$ cat config.mk
export PLATFORM = sky130hd
export DESIGN_NAME = hazard_stall_ctrl
export DESIGN_NICKNAME = d
export VERILOG_FILES = /design/src/rtl/hazard_stall_ctrl_pkg.sv /design/src/rtl/hazard_stall_ctrl_sat_counter.sv /design/src/rtl/hazard_stall_ctrl.sv
export SDC_FILE = /design/constraint.sdc
export NUM_CORES = 1
export LEC_CHECK = 0
export ABC_AREA = 0
export CELL_PAD_IN_SITES_DETAIL_PLACEMENT = 2
export CELL_PAD_IN_SITES_GLOBAL_PLACEMENT = 2
export CORE_MARGIN = 2
export CORE_UTILIZATION = 28
export DETAILED_ROUTE_END_ITERATION = 10
export HOLD_SLACK_MARGIN = 0.03
export PLACE_DENSITY_LB_ADDON = 0.1
export RECOVER_POWER = 50
export SYNTH_ARGS = -nofsm -noshare
export SYNTH_HDL_FRONTEND = slang
export SYNTH_SLANG_ARGS = --single-unit
$ cat constraint.sdc
create_clock -name clk -period 4.8 [get_ports clk]
set_input_delay 1.44 -clock clk [delete_from_list [all_inputs] [get_ports clk]]
set_output_delay 1.44 -clock clk [all_outputs]
set_load 0.005 [all_outputs]
$ cat src/rtl/hazard_stall_ctrl_pkg.sv
// Shared types and constants for the pipeline sequencing controller.
// The sequencer has two states, plus register-zero and multiplier latency bounds.
package pipe_ctrl_pkg;

  typedef enum logic {
    RUN      = 1'b0,
    MUL_EXEC = 1'b1
  } state_e;

  localparam logic [4:0] REG_ZERO    = 5'd0;
  localparam int         MUL_LAT_MIN = 2;
  localparam int         MUL_LAT_MAX = 16;
  localparam int         SEQ_CNT_W   = 4;

endpackage

$ cat src/rtl/hazard_stall_ctrl_sat_counter.sv
// Saturating up-counter used for the stall-cycle performance count.
// It stops at all-ones and never wraps.
module sat_counter #(
  parameter int W = 16
) (
  input  logic         clk,
  input  logic         rst,
  input  logic         inc,
  output logic [W-1:0] count
);

  logic [W-1:0] count_r;

  // Count qualifying cycles and hold at the maximum value.
  always_ff @(posedge clk or negedge rst) begin
    if (!rst) begin
      count_r <= '0;
    end else if (inc && (count_r != {W{1'b1}})) begin
      count_r <= count_r + {{(W-1){1'b0}}, 1'b1};
    end else begin
      count_r <= count_r;
    end
  end

  assign count = count_r;

endmodule

$ cat src/rtl/hazard_stall_ctrl.sv
// Pipeline sequencing controller for the 5-stage core. It handles load-use stalls,
// taken-branch flushes and multi-cycle MUL occupancy of EX.
module hazard_stall_ctrl
  import pipe_ctrl_pkg::*;
#(
  parameter int MUL_LAT = 4,
  parameter int CNT_W   = 16
) (
  input  logic             clk,
  input  logic             rst,
  input  logic [4:0]       id_rs,
  input  logic [4:0]       id_rt,
  input  logic             id_uses_rt,
  input  logic             id_is_mul,
  input  logic             branch_taken,
  input  logic             ex_mem_read,
  input  logic [4:0]       ex_rt,
  output logic             pc_write,
  output logic             if_id_write,
  output logic             if_id_flush,
  output logic             id_ex_bubble,
  output logic             id_ex_hold,
  output logic             ex_mem_bubble,
  output logic             mul_start,
  output logic [CNT_W-1:0] stall_cnt
);

  localparam logic [SEQ_CNT_W-1:0] CNT_LOAD = SEQ_CNT_W'(MUL_LAT - 1);

  state_e               state_r;
  state_e               next_state_s;
  logic [SEQ_CNT_W-1:0] cnt_r;
  logic [SEQ_CNT_W-1:0] cnt_next_s;
  logic                 load_use_s;

  // A load in EX whose destination feeds the ID instruction forces one bubble.
  assign load_use_s = ex_mem_read && (ex_rt != REG_ZERO) &&
                      ((ex_rt == id_rs) || (id_uses_rt && (ex_rt == id_rt)));

  // State and MUL down-counter registers.
  always_ff @(posedge clk or negedge rst) begin
    if (!rst) begin
      state_r <= RUN;
      cnt_r   <= {SEQ_CNT_W{1'b0}};
    end else begin
      state_r <= next_state_s;
      cnt_r   <= cnt_next_s;
    end
  end

  // Next-state logic: the load-use hazard blocks MUL entry for that cycle.
  always_comb begin
    next_state_s = state_r;
    cnt_next_s   = cnt_r;
    case (state_r)
      RUN: begin
        if (!load_use_s && id_is_mul) begin
          next_state_s = MUL_EXEC;
          cnt_next_s   = CNT_LOAD;
        end else begin
          next_state_s = RUN;
          cnt_next_s   = cnt_r;
        end
      end
      MUL_EXEC: begin
        cnt_next_s = cnt_r - {{(SEQ_CNT_W-1){1'b0}}, 1'b1};
        if (cnt_r <= {{(SEQ_CNT_W-1){1'b0}}, 1'b1}) begin
          next_state_s = RUN;
        end else begin
          next_state_s = MUL_EXEC;
        end
      end
      default: begin
        next_state_s = RUN;
        cnt_next_s   = {SEQ_CNT_W{1'b0}};
      end
    endcase
  end

  // Output decode: the priority in RUN is load-use, then branch flush.
  always_comb begin
    pc_write      = 1'b1;
    if_id_write   = 1'b1;
    if_id_flush   = 1'b0;
    id_ex_bubble  = 1'b0;
    id_ex_hold    = 1'b0;
    ex_mem_bubble = 1'b0;
    mul_start     = 1'b0;
    case (state_r)
      RUN: begin
        if (load_use_s) begin
          pc_write     = 1'b0;
          if_id_write  = 1'b0;
          id_ex_bubble = 1'b1;
        end else if (branch_taken) begin
          if_id_flush = 1'b1;
        end else begin
          if_id_flush = 1'b0;
        end
      end
      MUL_EXEC: begin
        pc_write      = 1'b0;
        if_id_write   = 1'b0;
        id_ex_hold    = 1'b1;
        ex_mem_bubble = 1'b1;
        if (cnt_r == CNT_LOAD) begin
          mul_start = 1'b1;
        end else begin
          mul_start = 1'b0;
        end
      end
      default: begin
        pc_write    = 1'b1;
        if_id_write = 1'b1;
      end
    endcase
  end

  sat_counter #(
    .W(CNT_W)
  ) u_stall_cnt (
    .clk  (clk),
    .rst  (rst),
    .inc  (~pc_write),
    .count(stall_cnt)
  );

endmodule

-- Yosys cells after proc, flatten, opt, wreduce, memory -nomap -nowiden
Cells that the tools add are included.
- register bits after elaboration: 21
- input bits: 21
- word-level logic and storage cells: 36
- add/sub/neg operators: 2
- magnitude comparators: 1
- equal/unequal tests: 5
- multiplexer cells: 15
- bitwise gates (word level): 2
- reductions and logical operators: 8
- operators by type and width (cell ; count):
    16-bit by 1-bit adder with 16-bit output (second input constant) ; 1
    16-bit inequality test (second input constant) ; 1
    1-bit 2-to-1 mux ; 11
    5-bit equality test ; 2
    4-bit one-hot mux with 2 select lines ; 1
    1-bit logical AND ; 5
    5-bit nonzero test ; 1
    4-bit by 2-bit equality test with 1-bit output (second input constant) ; 1
    4-bit by 1-bit <= comparator with 1-bit output (second input constant) ; 1
    4-bit 2-to-1 mux ; 1
    1-bit one-hot mux with 2 select lines ; 2
    4-bit by 1-bit subtractor with 4-bit output (second input constant) ; 1
    2-bit inequality test (second input constant) ; 1
    1-bit inverter ; 2
    1-bit logical NOT ; 1
    1-bit logical OR ; 1

-- Depth between registers and ports, before layout
Gate-level depths: netlist (run 1).
- depth after elaboration: 8
- mapped depth: 7
- depth with buffers taken out: 6

-- Cells and area by module
A second synthesis (run 1) with hierarchy kept.
- cells, all modules: 130
- area total of the unflattened synthesis: 1358.8 µm²
- modules (own cells, without submodules) (module ; instances ; cells an instance ; area an instance (µm²)):
    sat_counter ; 1 ; 72 ; 859.6
    hazard_stall_ctrl ; 1 ; 58 ; 499.2

-- Worst setup path before layout (run 1)
Ideal clock, no wire load.
- path type: input to output
- from: in ex_rt[1]
- to: out if_id_flush
- data arrival time: 2711 ps
- required time: 3360 ps
- path slack: 649 ps
- stages on the path: 5
- buffers on the path: 1
- cell sequence: or4_1 o21a_1 a21oi_4 buf_6 and2_1
- word-level cells in the longest chain between the ends: 6
- elaborated cells on any way between the ends: 9
- ends and longest elaborated chain (element ; RTL line ; source):
    start, declared ; hazard_stall_ctrl.sv:17 ; input logic [4:0] ex_rt,
    5-bit equality test ; hazard_stall_ctrl.sv:38 ; ((ex_rt == id_rs) || (id_uses_rt && (ex_rt == id_rt)));
    1-bit logical AND ; hazard_stall_ctrl.sv:38 ;
    1-bit logical OR ; hazard_stall_ctrl.sv:38 ;
    1-bit logical AND * ; hazard_stall_ctrl.sv:37 ; assign load_use_s = ex_mem_read && (ex_rt != REG_ZERO) &&
    1-bit 2-to-1 mux * ; hazard_stall_ctrl.sv:91 ; if (load_use_s) begin
    1-bit 2-to-1 mux * ; hazard_stall_ctrl.sv:89 ; case (state_r)
    end, declared ; hazard_stall_ctrl.sv:20 ; output logic if_id_flush,
Mark *: on every way between the ends. The rest lies on a longest branch, timed or not.

-- Final worst setup path (run 1)
- from: in ex_rt[4]
- to: out if_id_flush
The elaborated chain is that of the path after synthesis.

==> results of run 1 <==
## per-layer routing
metal	track usage, %	vias to the layer above	wire (um)
li1	-	537	-
met1	17.68	538	1441
met2	28.50	19	1943
met3	3.094	4	110
met4	5.031	0	48
met5	0	-	0
## cells by family after synthesis
group,Yosys count
multiplexers,3
XOR/XNOR,24
AND/OR/NAND/NOR,57
buffers and inverters,8
adder cells (fa/ha/maj),4
AO/OA/AOI/OAI,10
flip-flops,21
## critical path, delay by kind of cell
| family | cells | cell delay [ps] |
|---|---|---|
| buffers and inverters | 3 | 790 |
| AOI/OAI and AO/OA | 2 | 400 |
| and+or+nand+nor | 2 | 630 |
## how the worst max path moves through the flow
stage                        to  slack (ps)  depth (start not counted)
floorplan           if_id_flush         650                          5
global placement    if_id_flush        -100                          6
detailed placement  if_id_flush        -130                          6
CTS                 if_id_flush          30                          7
global route        if_id_flush           2                          7
finish              if_id_flush          90                          7
## cell usage after synthesis (2+ instances only)
master | instances | share of area [%]
and3_1 | 2 | 0.99
buf_4 | 2 | 1.2
clkbuf_1 | 2 | 0.59
dfrtp_1 | 21 | 41
ha_1 | 4 | 3.9
inv_1 | 3 | 0.89
nand2_1 | 15 | 4.4
nand3_1 | 7 | 2.8
nand4_1 | 4 | 2.0
nor2_1 | 9 | 2.7
nor3_1 | 5 | 2.0
nor3_2 | 4 | 3.2
nor4b_1 | 2 | 1.4
o22ai_1 | 2 | 0.99
xnor2_1 | 11 | 7.6
xor2_1 | 13 | 9.0
## through the flow
step	power [mW]	util, %	hold WS (ps)	instances	cell area (um2)
finish	0.7780	42.10	499.6	228	1833
global route	0.8522	42.10	534.8	228	1833
CTS	0.8074	41.90	513.3	228	1824
detailed placement	0.6864	40.78	502.5	223	1775
global placement	0.6683	40.78	498.0	223	1775
floorplan	0.5058	-	484.0	127	1269
## repair_timing
action | in CTS | in global routing
endpoints found under the setup margin | 3 | 2
gates resized for setup | 3 | 2
setup buffers | 1 | 0
pin swaps | 4 | 2
## final cells by class
class	instances	area, um2	area share, %
Inverter	3	11.26	0.6143
Multi-Input combinational cell	98	704.4	38.43
Sequential cell	21	525.5	28.67
Timing Repair Buffer	50	481.7	26.28
Clock buffer	4	45.04	2.457
Tap cell	52	65.06	3.549
## power breakdown
part	internal, mW	leakage, nW	switching [mW]
combinational	0.201	0.561	0.153
clock	0.0592	0.0228	0.0576
sequential	0.234	0.263	0.0731
total	0.494	0.847	0.284
## state kept, by name, indices dropped and copies added (netlist names)
register,cells
cnt_r,4
state_r,1
u_stall_cnt.count,16
==> impl_metrics.yaml, run 1 <==
worst_hold_path:
  holdCritStartpoint: "u_stall_cnt.count[5]$_DFFE_PN0P_"
  min_to: "u_stall_cnt.count[5]$_DFFE_PN0P_"
  hold_depth: 1
  min_path_type: "register to register"
routing:
  wl_per_cell_um: 15.54
  route.vias.total: 1098
  avgViaCountPerCell: 4.816
  drtAntennaViolNets: 0
  drt_iter0_drc: 22
  drc: 0
  first_pass_iters: 3
  routed_wl_um: 3544
layout:
  n_antenna_cell: 0
  area_growth_pct: 44.48
  drive_gt1_share_pct: 11.93
  nFillCells: 486
  nets: 202
  layout_common_cells: "clkdlybuf4s50_1 (27), dfrtp_1 (21), nand2_1 (15), xor2_1 (13), dlygate4sd3_1 (12)"
  layout_commonest_cell: "clkdlybuf4s50_1"
status:
  status: "completed"
yosys:
  synth_ff_type: "dfrtp_1"
  synth_cell_type_count: 37
  yosys_warnings: 0
  async_reset_ff_share_pct: 100.0
  ys_ff_latch: 21
  postSynthAreaPerCell_um2: 9.990
  synth_edf_count: 0
  synth.net_count: 152
  ys_seq_area_share_pct: 41.42
  synth_mux_area_share_pct: 2.860
  synth_compound_area_share_pct: 7.002
  synthSimpleGateAreaFrac_pct: 24.65
  synth_cells: 127
  synthesis.area_um2: 1269
  synth_top_family_by_area: "simple AND/OR/NAND/NOR gates"
  synth_xor_area_share_pct: 16.57
  synth_fa_ha_area_share_pct: 3.945
global_routing:
  antenna_found_initial: 0
  grt_max_degree: 22
  gr-usage-all-layers_pct: 15.43
  grt_pass1_wl_um: 6196
  first_global_vias: 1278
  gr-total-overflow: 0
critical_path:
  startpoint_type: "input port"
  crit_fanout: 3
  worstPathArrival_ps: 3270
  timing.rr.start: "u_stall_cnt.count[0]$_DFFE_PN0P_"
  crit_path_start: "ex_rt[4]"
  cp-end-kind: "output pin"
  crit_type: "input port to output pin"
  cp.required_ps: 3360
  r2r_end: "u_stall_cnt.count[1]$_DFFE_PN0P_"
  ff2ff_path_depth: 6
  path_cells: "clkdlybuf4s50_1 > or4_1 > o21a_1 > a21oi_4 > buf_4 > and2_1 > dlygate4sd2_1"
  reg2reg_slack_ps: 2590
  critPathSlowestCell: "or4_1"
  cpPeakStageDelay_ps: 530
clocking:
  cts_made_buffers: 3
  clk_pin_slew_ps: 70
  clock_latency_ps: 260
  ctsHoldBuffers: 0
  h-tree-depth: 1
  clk_path_buf_depth: 2
  cts_root_buf: "clkbuf_8"
  cts_sinks: 21
  cts_tree: "done"
placement:
  place_congestion: 0.7617
  hpwl_um: 2841
  pre_cts_ws_ps: -126.4
  io_buffers: 43
floorplan:
  rows: 24
  fp.dieW_um: 71.32
  die_y_um: 71.32
  core_area_um2: 4354
  initial_utilization_pct: 29.14
  fp.dieArea_um2: 5086
  boundaryPins: 44
timing:
  hold_violations: 0
  tns_ps: 0
  slew_violations: 0
  rsz0062_at_grt: "false"
  worst_pin_slew_ps: 1002
  fmax_ghz: 0.2125
  post-route-period-util_pct: 98.03
  fin_crit_ps: 4706
  slew_headroom_pct: 32.95
  setup_viol: 0
  setup_ws_ps: 94.36
  skew_ps: 4.109
flow_run:
  cap_violations: 0
power:
  ir_worst_vdd_uv: 224.0
  p_leak_nw: 0.8470
  power_density_nw_per_um2: 424.4
(Power assumes the default switching activity.)
==> run 2: changes to the inputs <==
--- a/config.mk
+++ b/config.mk
@@ -5,7 +5,6 @@
 export SDC_FILE = /design/constraint.sdc
 export NUM_CORES = 1
 export LEC_CHECK = 0
-export ABC_AREA = 0
 export CELL_PAD_IN_SITES_DETAIL_PLACEMENT = 2
 export CELL_PAD_IN_SITES_GLOBAL_PLACEMENT = 2
 export CORE_MARGIN = 2
@@ -14,6 +13,7 @@
 export HOLD_SLACK_MARGIN = 0.03
 export PLACE_DENSITY_LB_ADDON = 0.1
 export RECOVER_POWER = 50
+export SKIP_CTS_REPAIR_TIMING = 1
 export SYNTH_ARGS = -nofsm -noshare
 export SYNTH_HDL_FRONTEND = slang
 export SYNTH_SLANG_ARGS = --single-unit
==> impl_metrics.yaml, run 2 (same netlist as run 1, synthesis figures left out) <==
timing:
  setup_ws_ps: 260.8
  setup_viol: 0
  hold_ws_ps: 499.5
  hold_violations: 0
  fin_crit_ps: 4539
  tns_ps: 0
  fmax_ghz: 0.2203
  slew_violations: 0
  skew_ps: 4.238
  post-route-period-util_pct: 94.57
  rsz0062_at_grt: "false"
  slew_headroom_pct: 33.34
  worst_pin_slew_ps: 996.6
status:
  status: "completed"
critical_path:
  startpoint_type: "input port"
  cp-end-kind: "output pin"
  ff2ff_path_depth: 6
  crit_fanout: 4
  crit_type: "input port to output pin"
  cp.required_ps: 3360
  worstPathArrival_ps: 3100
clocking:
  h-tree-depth: 1
  clock_latency_ps: 260
  clk_path_buf_depth: 2
  cts_made_buffers: 3
  clk_pin_slew_ps: 70
  cts_root_buf: "clkbuf_8"
  cts_sinks: 21
  cts_tree: "done"
layout:
  layout.area.seq_um2: 525.5
  n_antenna_cell: 0
  drive_gt1_share_pct: 11.43
  layout_common_cells: "clkdlybuf4s50_1 (27), dfrtp_1 (21), nand2_1 (15), xor2_1 (13), dlygate4sd3_1 (12)"
  multiInputGateArea_um2: 704.4
  layout_commonest_cell: "clkdlybuf4s50_1"
  area_growth_pct: 44.77
  largest_reg_flops: 16
  nets: 201
  nFillCells: 480
floorplan:
  fp.dieArea_um2: 5086
  die_y_um: 71.32
  fp.dieW_um: 71.32
  boundaryPins: 44
  core_area_um2: 4354
  rows: 24
  initial_utilization_pct: 29.14
worst_hold_path:
  hold_depth: 1
  min_path_type: "register to register"
routing:
  routed_wl_um: 3529
  avgViaCountPerCell: 4.819
  drtAntennaViolNets: 0
  route.vias.total: 1094
  wl_per_cell_um: 15.55
  first_pass_iters: 3
  drc: 0
  drt_iter0_drc: 21
power:
  power_density_nw_per_um2: 422.6
  p_leak_nw: 0.8761
  finalPower_mw: 0.7762
  ir_worst_vdd_uv: 223.9
global_routing:
  grt_max_degree: 22
  grt_pass1_wl_um: 6175
  antenna_found_initial: 0
  gr-usage-all-layers_pct: 15.37
  gr-total-overflow: 0
  first_global_vias: 1272
placement:
  pre_cts_ws_ps: -126.4
  place_congestion: 0.7617
  io_buffers: 43
  hpwl_um: 2841
flow_run:
  cap_violations: 0
[run 2: per-layer routing]
metal	GRT usage, %	vias up	share of wire, %
met3	2.954	4	3.1
met4	5.031	0	1.4
li1	-	534	-
met1	17.77	537	41
met5	0	-	0
met2	28.29	19	55
[run 2: power breakdown]
part           switching, mW  internal, mW  total [mW]
registers             0.0732         0.234       0.307
logic                  0.152         0.201       0.353
clock network         0.0575        0.0592       0.117
total                  0.283         0.493       0.776
[run 2: worst max-delay path: stages]
cell and delay [ps]:
clkdlybuf4s50_1 440, or4_1 520, o21a_1 240, a21oi_4 200, and2_1 140, dlymetal6s2s_1 120
[run 2: layout make-up]
cell class	count	area share [%]
multi-input combinational	98	38.35
timing repair buffer	49	26.43
inverter	3	0.6131
tap	52	3.542
sequential	21	28.61
clock buffer	4	2.452
[run 2: path summary, 6_finish.rpt]
path / end / slack (ps) / startpoint
worst max-delay path: if_id_flush / 260 / ex_rt[2]
worst max register to register: u_stall_cnt.count[1]$_DFFE_PN0P_ / 2590 / u_stall_cnt.count[0]$_DFFE_PN0P_
worst min register to register: u_stall_cnt.count[5]$_DFFE_PN0P_ / 500 / u_stall_cnt.count[5]$_DFFE_PN0P_
min in group asynchronous: cnt_r[0]$_DFFE_PN0P_ / 1790 / rst
max in group asynchronous: u_stall_cnt.count[5]$_DFFE_PN0P_ / 2410 / rst
worst min-delay path: u_stall_cnt.count[5]$_DFFE_PN0P_ / 500 / u_stall_cnt.count[5]$_DFFE_PN0P_
[run 2: stage by stage]
step	cell area, um2	util, %	cells
after global routing	1837	42.18	227
after CTS	1821	41.81	227
after floorplan	1269	-	127
after global placement	1775	40.78	223
after detailed placement	1775	40.78	223
final	1837	42.18	227
